## src/rtl/hypiu_seq_core.sv

```systemverilog
// hypiu_seq_core: multi-cycle fetch/execute sequencer driving an external register file and clocked ALU.
// Defining HYPIU_SEQ_SINGLE_STEP_EN adds the step_i port and a PAUSE state after every retired instruction.
module hypiu_seq_core #(
  parameter int              DATA_W   = 16,
  parameter int              REG_AW   = 3,
  parameter int              PC_W     = 16,
  parameter int              ALU_OP_W = 3,
  parameter logic [PC_W-1:0] RESET_PC = '0
) (
  input  logic                clk_i,
  input  logic                reset_i,
  input  logic                run_i,
`ifdef HYPIU_SEQ_SINGLE_STEP_EN
  input  logic                step_i,
`endif
  output logic                imem_req_o,
  output logic [PC_W-1:0]     imem_addr_o,
  input  logic                imem_ack_i,
  input  logic [DATA_W-1:0]   imem_data_i,
  output logic [REG_AW-1:0]   addr_a_o,
  output logic [REG_AW-1:0]   addr_b_o,
  output logic [REG_AW-1:0]   addr_w_o,
  output logic                en_a_o,
  output logic                en_b_o,
  output logic                en_w_o,
  output logic                en_d_o,
  output logic [DATA_W-1:0]   bus_d_o,
  output logic [ALU_OP_W-1:0] alu_oper_o,
  input  logic                z_flag_i,
  output logic [PC_W-1:0]     pc_o,
  output logic                halted_o,
  output logic                illegal_o
);

  // state    | meaning
  // IDLE     | waiting for run_i
  // FETCH    | instruction fetch at pc, wait for ack
  // EXEC     | ALU read/operate, or decode of LDI/BZ/JMP/HALT/illegal
  // WB       | register write (ALU result or LDI immediate)
  // FETCH_OP | fetch of the LDI/BZ/JMP operand word
  // HALT     | stopped until reset
  // PAUSE    | single-step hold after a retired instruction
  typedef enum logic [2:0] {
    S_IDLE, S_FETCH, S_EXEC, S_WB, S_FETCH_OP, S_HALT, S_PAUSE
  } state_e;

  localparam int IR_W = 4 + 3 * REG_AW;

`ifdef HYPIU_SEQ_SINGLE_STEP_EN
  localparam state_e S_RETIRE = S_PAUSE;
`else
  localparam state_e S_RETIRE = S_FETCH;
`endif

  state_e            state_q, state_d;
  logic [PC_W-1:0]   pc_q, pc_d;
  logic [IR_W-1:0]   ir_q, ir_d;
  logic [DATA_W-1:0] opd_q, opd_d;
  logic              z_q, z_d;
  logic              ill_q, ill_d;

  logic [3:0]        op;
  logic [REG_AW-1:0] rw, ra, rb;
  logic              is_alu, is_ldi, is_bz, is_jmp, is_halt, is_ill;
  logic [PC_W-1:0]   pc_inc;

  assign op      = ir_q[IR_W-1 -: 4];
  assign rw      = ir_q[IR_W-5 -: REG_AW];
  assign ra      = ir_q[IR_W-5-REG_AW -: REG_AW];
  assign rb      = ir_q[REG_AW-1:0];
  assign is_alu  = ~op[3];
  assign is_ldi  = (op == 4'h8);
  assign is_bz   = (op == 4'h9);
  assign is_jmp  = (op == 4'hA);
  assign is_halt = (op == 4'hF);
  assign is_ill  = op[3] & ~is_ldi & ~is_bz & ~is_jmp & ~is_halt;
  assign pc_inc  = pc_q + PC_W'(1);

  always_ff @(posedge clk_i) begin
    if (reset_i) state_q <= S_IDLE;
    else         state_q <= state_d;
  end

  always_comb begin
    state_d = state_q;
    case (state_q)
      S_IDLE:     if (run_i) state_d = S_FETCH;
      S_FETCH:    if (imem_ack_i) state_d = S_EXEC;
      S_EXEC: begin
        if (is_alu)                            state_d = S_WB;
        else if (is_ldi || is_bz || is_jmp)    state_d = S_FETCH_OP;
        else                                   state_d = S_HALT;
      end
      S_WB:       state_d = S_RETIRE;
      S_FETCH_OP: if (imem_ack_i) state_d = is_ldi ? S_WB : S_RETIRE;
      S_HALT:     state_d = S_HALT;
`ifdef HYPIU_SEQ_SINGLE_STEP_EN
      S_PAUSE:    if (step_i) state_d = S_FETCH;
`endif
      default:    state_d = S_IDLE;
    endcase
  end

  always_comb begin
    imem_req_o  = 1'b0;
    imem_addr_o = '0;
    addr_a_o    = '0;
    addr_b_o    = '0;
    addr_w_o    = '0;
    en_a_o      = 1'b0;
    en_b_o      = 1'b0;
    en_w_o      = 1'b0;
    en_d_o      = 1'b0;
    bus_d_o     = '0;
    alu_oper_o  = '0;
    halted_o    = 1'b0;
    case (state_q)
      S_FETCH, S_FETCH_OP: begin
        imem_req_o  = 1'b1;
        imem_addr_o = pc_q;
      end
      S_EXEC: begin
        if (is_alu) begin
          en_a_o     = 1'b1;
          en_b_o     = 1'b1;
          addr_a_o   = ra;
          addr_b_o   = rb;
          alu_oper_o = ALU_OP_W'(op);
        end
      end
      S_WB: begin
        en_w_o   = 1'b1;
        addr_w_o = rw;
        if (is_ldi) begin
          en_d_o  = 1'b1;
          bus_d_o = opd_q;
        end
      end
      S_HALT:  halted_o = 1'b1;
      default: ;
    endcase
  end

  // Datapath registers: PC, instruction, operand word, zero flag copy, sticky illegal.
  always_comb begin
    pc_d  = pc_q;
    ir_d  = ir_q;
    opd_d = opd_q;
    z_d   = z_q;
    ill_d = ill_q;
    case (state_q)
      S_FETCH: begin
        if (imem_ack_i) begin
          ir_d = imem_data_i[DATA_W-1 -: IR_W];
          pc_d = pc_inc;
        end
      end
      S_FETCH_OP: begin
        if (imem_ack_i) begin
          opd_d = imem_data_i;
          pc_d  = (is_jmp || (is_bz && z_q)) ? PC_W'(imem_data_i) : pc_inc;
        end
      end
      S_WB:    if (is_alu) z_d = z_flag_i;
      S_EXEC:  if (is_ill) ill_d = 1'b1;
      default: ;
    endcase
  end

  always_ff @(posedge clk_i) begin
    if (reset_i) begin
      pc_q  <= RESET_PC;
      ir_q  <= '0;
      opd_q <= '0;
      z_q   <= 1'b0;
      ill_q <= 1'b0;
    end else begin
      pc_q  <= pc_d;
      ir_q  <= ir_d;
      opd_q <= opd_d;
      z_q   <= z_d;
      ill_q <= ill_d;
    end
  end

  assign pc_o      = pc_q;
  assign illegal_o = ill_q;

endmodule

```

## config.mk

```make
export PLATFORM = sky130hd
export DESIGN_NAME = hypiu_seq_core
export DESIGN_NICKNAME = d
export VERILOG_FILES = /design/src/rtl/hypiu_seq_core.sv
export SDC_FILE = /design/constraint.sdc
export NUM_CORES = 1
export LEC_CHECK = 0
export ABC_CLOCK_PERIOD_IN_PS = 3200
export BUFFER_PORTS_ARGS = -buffer_cell sky130_fd_sc_hd__buf_2
export CAP_MARGIN = 10
export CORE_ASPECT_RATIO = 1.1
export CORE_MARGIN = 2
export CORE_UTILIZATION = 55
export DETAILED_ROUTE_END_ITERATION = 10
export PLACE_DENSITY = 0.85
export RECOVER_POWER = 50
export SLEW_MARGIN = 30
export SYNTH_ARGS = -nofsm -noshare
export SYNTH_HDL_FRONTEND = slang
export SYNTH_SLANG_ARGS = --single-unit
```

## constraint.sdc

```tcl
create_clock -name clk_i -period 3.2 [get_ports clk_i]
set_clock_uncertainty 0.1 [all_clocks]
set_input_delay 0.16 -clock clk_i [delete_from_list [all_inputs] [get_ports clk_i]]
set_output_delay 0.16 -clock clk_i [all_outputs]
set_load 0.005 [all_outputs]
```

==> flow_summary.yaml, run 1 <==
place:
  place_congestion: 0.885
  place_area_um2: 3230
  dp_hpwl_um: 5480
  io_buffers: 87
critical_path:
  crit_chain: "and3b_1, and4b_1, and2_1, buf_2"
  timing.rr.end: "pc_o[3]$_SDFFE_PP0P_"
  arrival_ns: 2.34
  crit_cells: 4
  slowest_stage: "dfxtp_1"
  max_stage_delay_ns: 0.82
  crit_start: "state_q[1]$_SDFFE_PP0P_"
  start_kind: "flip-flop"
  rr_startpoint: "state_q[1]$_SDFFE_PP0P_"
  crit_path_end: "bus_d_o[0]"
  critPathTopFamily: "simple AND/OR/NAND/NOR gates"
  cp.required_ns: 2.94
  worst-path-max-fanout: 20
  endpoint_kind: "output port"
  critPathBufInv: 1
  worstSetupPathType: "reg2out"
  rrSetupSlack_ns: 0.81
  worst_r2r_path_depth: 4
power_and_ir_drop:
  p_leak_nw: 1.49
  total_power_mw: 1.31
  ir_worst_vdd_mv: 0.309
  power_density_nw_per_um2: 386
final_layout:
  area_growth_syn_to_layout_pct: 20.6
  final_common_cell: "buf_2"
  layout_common_cells: "82 x buf_2, 65 x nand2_1, 50 x dfxtp_1, 45 x a21oi_1, 27 x and2_1"
  antenna_cells: 0
  fin_area_um2: 3390
  drive_gt1_frac: 0.243
  nNetsFinal: 461
  fin_util: 0.682
sta:
  min_period_over_period: 0.813
  setup_viol: 0
  slew_headroom: 0.435
  fin_crit_ns: 2.60
  rsz0062_at_grt: "false"
  holdWs_ns: 0.00642
  slew_viol_final: 0
  fmax_mhz: 384
  hold_viol_final: 0
  fin_setup_tns_ns: 0
  tightestPinTransition_ns: 0.846
detailed_routing:
  firstDrtPassIters: 6
  vias: 2991
  antenna_left: 0
  post_drt_via_cell_ratio: 6.01
  avgRoutedWirePerCell_um: 16.0
  wirelength_um: 7950
  drc_errors: 0
  drt_iter0_markers: 294
global_route:
  grt_max_degree: 48
  overflow: 0
  grt_pass1_wl_um: 12500
  grtUsageTotal: 0.275
  antenna_found_initial: 0
  first_global_vias: 2617
clock_network:
  cts_tree: "done"
  cts_resized: 0
  cts.path.max_buffers: 2
  clk_pin_slew_ns: 0.09
  htree_num_levels: 2
  cts_sinks: 50
  cts_buffers: 5
  root_buffer: "clkbuf_8"
  clock_latency_ns: 0.31
die:
  dieHeight_um: 79.0
  initial_core_util: 0.566
  core.rowCount: 27
  fp.dieW_um: 72.1
  num_io_pins: 88
  core_um2: 4970
  dieArea_um2: 5700
synthesis:
  synth.avg_cell_area_um2: 7.78
  synth_ff_type: "dfxtp_1"
  syn_inst: 361
  synth_edf_count: 0
  yosys.cell_types.count: 51
  synth-seq-area-share: 0.356
  synthesis.area_um2: 2810
  synthArstFlopShare: 0
  synth_seq_cells: 50
  yosysWarnings: 0
  synth_nets: 383
job:
  cap_viol_max_count: 0
min_path:
  hold_class: "in2reg"
run_status:
  outcome: "finished, final reports clean"
power breakdown:
group          switching, mW  total [mW]  internal (mW)
Combinational         0.0741       0.116         0.0418
Sequential            0.0223       0.657          0.635
Clock                  0.221       0.534          0.313
cell families (layout without fill, tap and decap cells):
group | after synthesis | in the layout | synth area share
compound gates | 70 | 70 | 0.154
fa+ha+maj | 1 | 1 | 0.00445
mux | 16 | 16 | 0.0579
buf+inv | 39 | 118 | 0.0641
simple gates | 183 | 183 | 0.357
xor+xnor | 2 | 2 | 0.00624
flops | 50 | 50 | 0.356
stage by stage:
step	std cells	worst slack, ns
5_1_grt	498	0.454
3_5_place_dp	487	0.924
2_1_floorplan	361	1.39
6_report	498	0.598
4_1_cts	498	0.648
3_3_place_gp	487	0.972
metal layers:
layer | up-vias | GRT usage | routed length, um
li1 | 1431 | - | -
met1 | 1372 | 0.364 | 3380
met3 | 17 | 0.0470 | 712
met4 | 0 | 0.102 | 98
met2 | 171 | 0.446 | 3760
met5 | - | 0 | 0
flip-flops by register name (all words and copies together), names as in the netlist:
name,flops
opd_q,16
pc_o,16
ir_q,13
state_q,3
illegal_o,1
z_q,1
layout make-up:
class / instances / area, um2
Clock buffer: 5 / 68.8
Clock inverter: 3 / 68.8
Fill cell: 427 / 1580
Inverter: 15 / 56.3
Multi-Input combinational cell: 272 / 1630
Sequential cell: 50 / 1000
Tap cell: 58 / 72.6
Timing Repair Buffer: 95 / 493
cell usage after synthesis, types with 2 or more instances:
| master | count | share of area |
|---|---|---|
| clkbuf_1 | 15 | 0.020 |
| mux2i_1 | 14 | 0.050 |
| inv_1 | 14 | 0.019 |
| and2_1 | 29 | 0.065 |
| a21oi_1 | 45 | 0.080 |
| nor3_1 | 14 | 0.025 |
| buf_2 | 4 | 0.0071 |
| nor2_1 | 11 | 0.015 |
| and3_1 | 10 | 0.022 |
| nor2b_1 | 3 | 0.0067 |
| or4_1 | 3 | 0.0080 |
| nand2_1 | 65 | 0.087 |
| a31oi_1 | 3 | 0.0067 |
| o32ai_1 | 11 | 0.034 |
| nand2b_1 | 4 | 0.0089 |
| nand3_1 | 8 | 0.014 |
| mux2_2 | 2 | 0.0080 |
| o21ai_0 | 3 | 0.0053 |
| dfxtp_1 | 50 | 0.36 |
| nor4_1 | 8 | 0.018 |
| nand4b_1 | 4 | 0.012 |
| nand4_1 | 7 | 0.016 |
| and2b_2 | 2 | 0.0062 |
| nand3b_1 | 3 | 0.0080 |
| buf_4 | 3 | 0.0080 |
how the worst min path moves through the flow:
stage	startpoint	slack [ns]	to	cells after the start
2_1_floorplan	imem_data_i[3]	0.20	ir_q[0]$_SDFFE_PP0P_	2
3_3_place_gp	z_flag_i	0.30	z_q$_SDFFE_PP0P_	3
3_5_place_dp	z_flag_i	0.30	z_q$_SDFFE_PP0P_	3
4_1_cts	imem_data_i[1]	0.0007	opd_q[1]$_SDFFE_PP0P_	3
5_1_grt	imem_data_i[8]	0.02	opd_q[8]$_SDFFE_PP0P_	3
6_report	imem_data_i[1]	0.006	opd_q[1]$_SDFFE_PP0P_	3
worst register-to-register path, delay by kind of cell (launching register included):
kind,cells,cell delay [ns]
flip-flops,1,0.82
AND/OR/NAND/NOR,2,0.70
buffers and inverters,1,0.51
AO/OA/AOI/OAI,1,0.14
timing repair:
item                      in CTS  in global routing
hold buffers                   3                  0
buffers inserted               0                  0
hold endpoints to repair       3                  0
Note: power is estimated with default switching activity, not from simulation.
==> run 2, diff against run 1 <==
--- a/config.mk
+++ b/config.mk
@@ -5,14 +5,14 @@
 export SDC_FILE = /design/constraint.sdc
 export NUM_CORES = 1
 export LEC_CHECK = 0
-export ABC_CLOCK_PERIOD_IN_PS = 3200
+export ABC_CLOCK_PERIOD_IN_PS = 2360
 export BUFFER_PORTS_ARGS = -buffer_cell sky130_fd_sc_hd__buf_2
 export CAP_MARGIN = 10
 export CORE_ASPECT_RATIO = 1.1
 export CORE_MARGIN = 2
-export CORE_UTILIZATION = 55
+export CORE_UTILIZATION = 46
 export DETAILED_ROUTE_END_ITERATION = 10
-export PLACE_DENSITY = 0.85
+export PLACE_DENSITY = 0.76
 export RECOVER_POWER = 50
 export SLEW_MARGIN = 30
 export SYNTH_ARGS = -nofsm -noshare
==> constraint.sdc (replaced) <==
create_clock -name clk_i -period 2.36 [get_ports clk_i]
set_clock_uncertainty 0.1 [all_clocks]
set_input_delay 0.118 -clock clk_i [delete_from_list [all_inputs] [get_ports clk_i]]
set_output_delay 0.118 -clock clk_i [all_outputs]
set_load 0.005 [all_outputs]
==> flow_summary.yaml, run 2 (synthesized netlist as in run 1, its figures left out) <==
final_layout:
  layout_common_cells: "79 x buf_2, 65 x nand2_1, 50 x dfxtp_1, 45 x a21oi_1, 27 x and2_1"
  antenna_cells: 0
  stdcell_count: 535
  area_growth_syn_to_layout_pct: 25.9
  final_common_cell: "buf_2"
  nNetsFinal: 479
  drive_gt1_frac: 0.238
  fill_cells: 552
critical_path:
  cp.required_ns: 2.14
  worst-path-max-fanout: 18
  worstSetupPathType: "reg2out"
  endpoint_kind: "output port"
  start_kind: "flip-flop"
  arrival_ns: 1.91
job:
  cap_viol_max_count: 0
place:
  dp.cells: 510
  place_congestion: 0.945
  io_buffers: 87
  dp_hpwl_um: 5960
global_route:
  grt_max_degree: 29
  grtUsageTotal: 0.255
  overflow: 0
  grt_pass1_wl_um: 13700
  first_global_vias: 2732
  antenna_found_initial: 0
power_and_ir_drop:
  power_density_nw_per_um2: 461
  ir_worst_vdd_mv: 0.338
  p_leak_nw: 1.53
min_path:
  hold_class: "in2reg"
die:
  core.rowCount: 29
  core_um2: 5840
  initial_core_util: 0.481
  num_io_pins: 88
  fp.dieW_um: 78.5
  dieArea_um2: 6750
  dieHeight_um: 86.0
sta:
  setup_viol: 0
  min_period_over_period: 0.900
  fin_crit_ns: 2.12
  hold_viol_final: 0
  fmax_mhz: 471
  rsz0062_at_grt: "false"
  slew_viol_final: 0
  slew_headroom: 0.531
  fin_setup_tns_ns: 0
  tightestPinTransition_ns: 0.702
detailed_routing:
  drt_iter0_markers: 394
  firstDrtPassIters: 6
  wirelength_um: 8670
  antenna_left: 0
  vias: 3038
  drc_errors: 0
  post_drt_via_cell_ratio: 5.68
  avgRoutedWirePerCell_um: 16.2
run_status:
  outcome: "finished, final reports clean"
clock_network:
  clk_pin_slew_ns: 0.11
  cts_tree: "done"
  postCtsSetupRepairBufs: 0
  clock_latency_ns: 0.31
  cts.path.max_buffers: 2
  htree_num_levels: 2
  root_buffer: "clkbuf_8"
  cts_buffers: 5
  cts_sinks: 50
run 2: metal layers:
metal | wire, um | share of wire | global-route usage
met1 | 3790 | 0.44 | 0.342
met3 | 590 | 0.068 | 0.0474
met5 | 0 | 0 | 0
met2 | 4160 | 0.48 | 0.420
met4 | 133 | 0.015 | 0.0686
run 2: metrics by stage:
stage / power (mW) / hold slack (ns) / util / setup slack, ns / instance area (um2)
2_1_floorplan: 0.998 / 0.154 / - / 0.547 / 2810
3_3_place_gp: 1.06 / 0.273 / 0.562 / 0.424 / 3280
3_5_place_dp: 1.07 / 0.278 / 0.562 / 0.368 / 3280
4_1_cts: 1.63 / 0.0963 / 0.608 / 0.0555 / 3550
5_1_grt: 1.69 / 0.118 / 0.605 / 0.106 / 3540
6_report: 1.63 / 0.114 / 0.605 / 0.237 / 3540
run 2: area by class of cell:
cell class,count,area [um2],share of cell area
clock buffers,5,68.8,0.0195
clock inverters,3,28.8,0.00814
repair buffers,113,659,0.186
multi-input cells,272,1630,0.460
flip-flops and latches,50,1000,0.283
well taps,77,96.3,0.0272
inverters,15,56.3,0.0159
run 2: what timing repair did:
action                                  in CTS  in global routing
gates resized for setup                      0                  1
endpoints found under the setup margin       0                  2
endpoints found under the hold margin       28                  0
hold buffers                                17                  0
run 2: report_power, final:
| part | total (mW) | switching, mW | internal, mW | leakage (nW) |
|---|---|---|---|---|
| Sequential | 0.881 | 0.0201 | 0.861 | 0.404 |
| Combinational | 0.195 | 0.118 | 0.0775 | 1.08 |
| Clock | 0.553 | 0.330 | 0.223 | 0.0506 |
run 2: worst max-delay path, stage by stage (launching register included):
cell,delay [ns]
dfxtp_1,0.37
buf_4,0.26
nand2b_1,0.13
nor3_1,0.22
clkbuf_1,0.32
and2_1,0.19
buf_2,0.11
run 2: path summary, 6_finish.rpt:
check                     startpoint                    end  slack [ns]  cells past startpoint
max          state_q[1]$_SDFFE_PP0P_          alu_oper_o[1]        0.24                      6
min                          reset_i       z_q$_SDFFE_PP0P_        0.11                      2
max reg2reg    ir_q[10]$_SDFFE_PP0P_   pc_o[8]$_SDFFE_PP0P_        0.28                      5
min reg2reg    opd_q[1]$_SDFFE_PP0P_  opd_q[1]$_SDFFE_PP0P_        0.36                      2
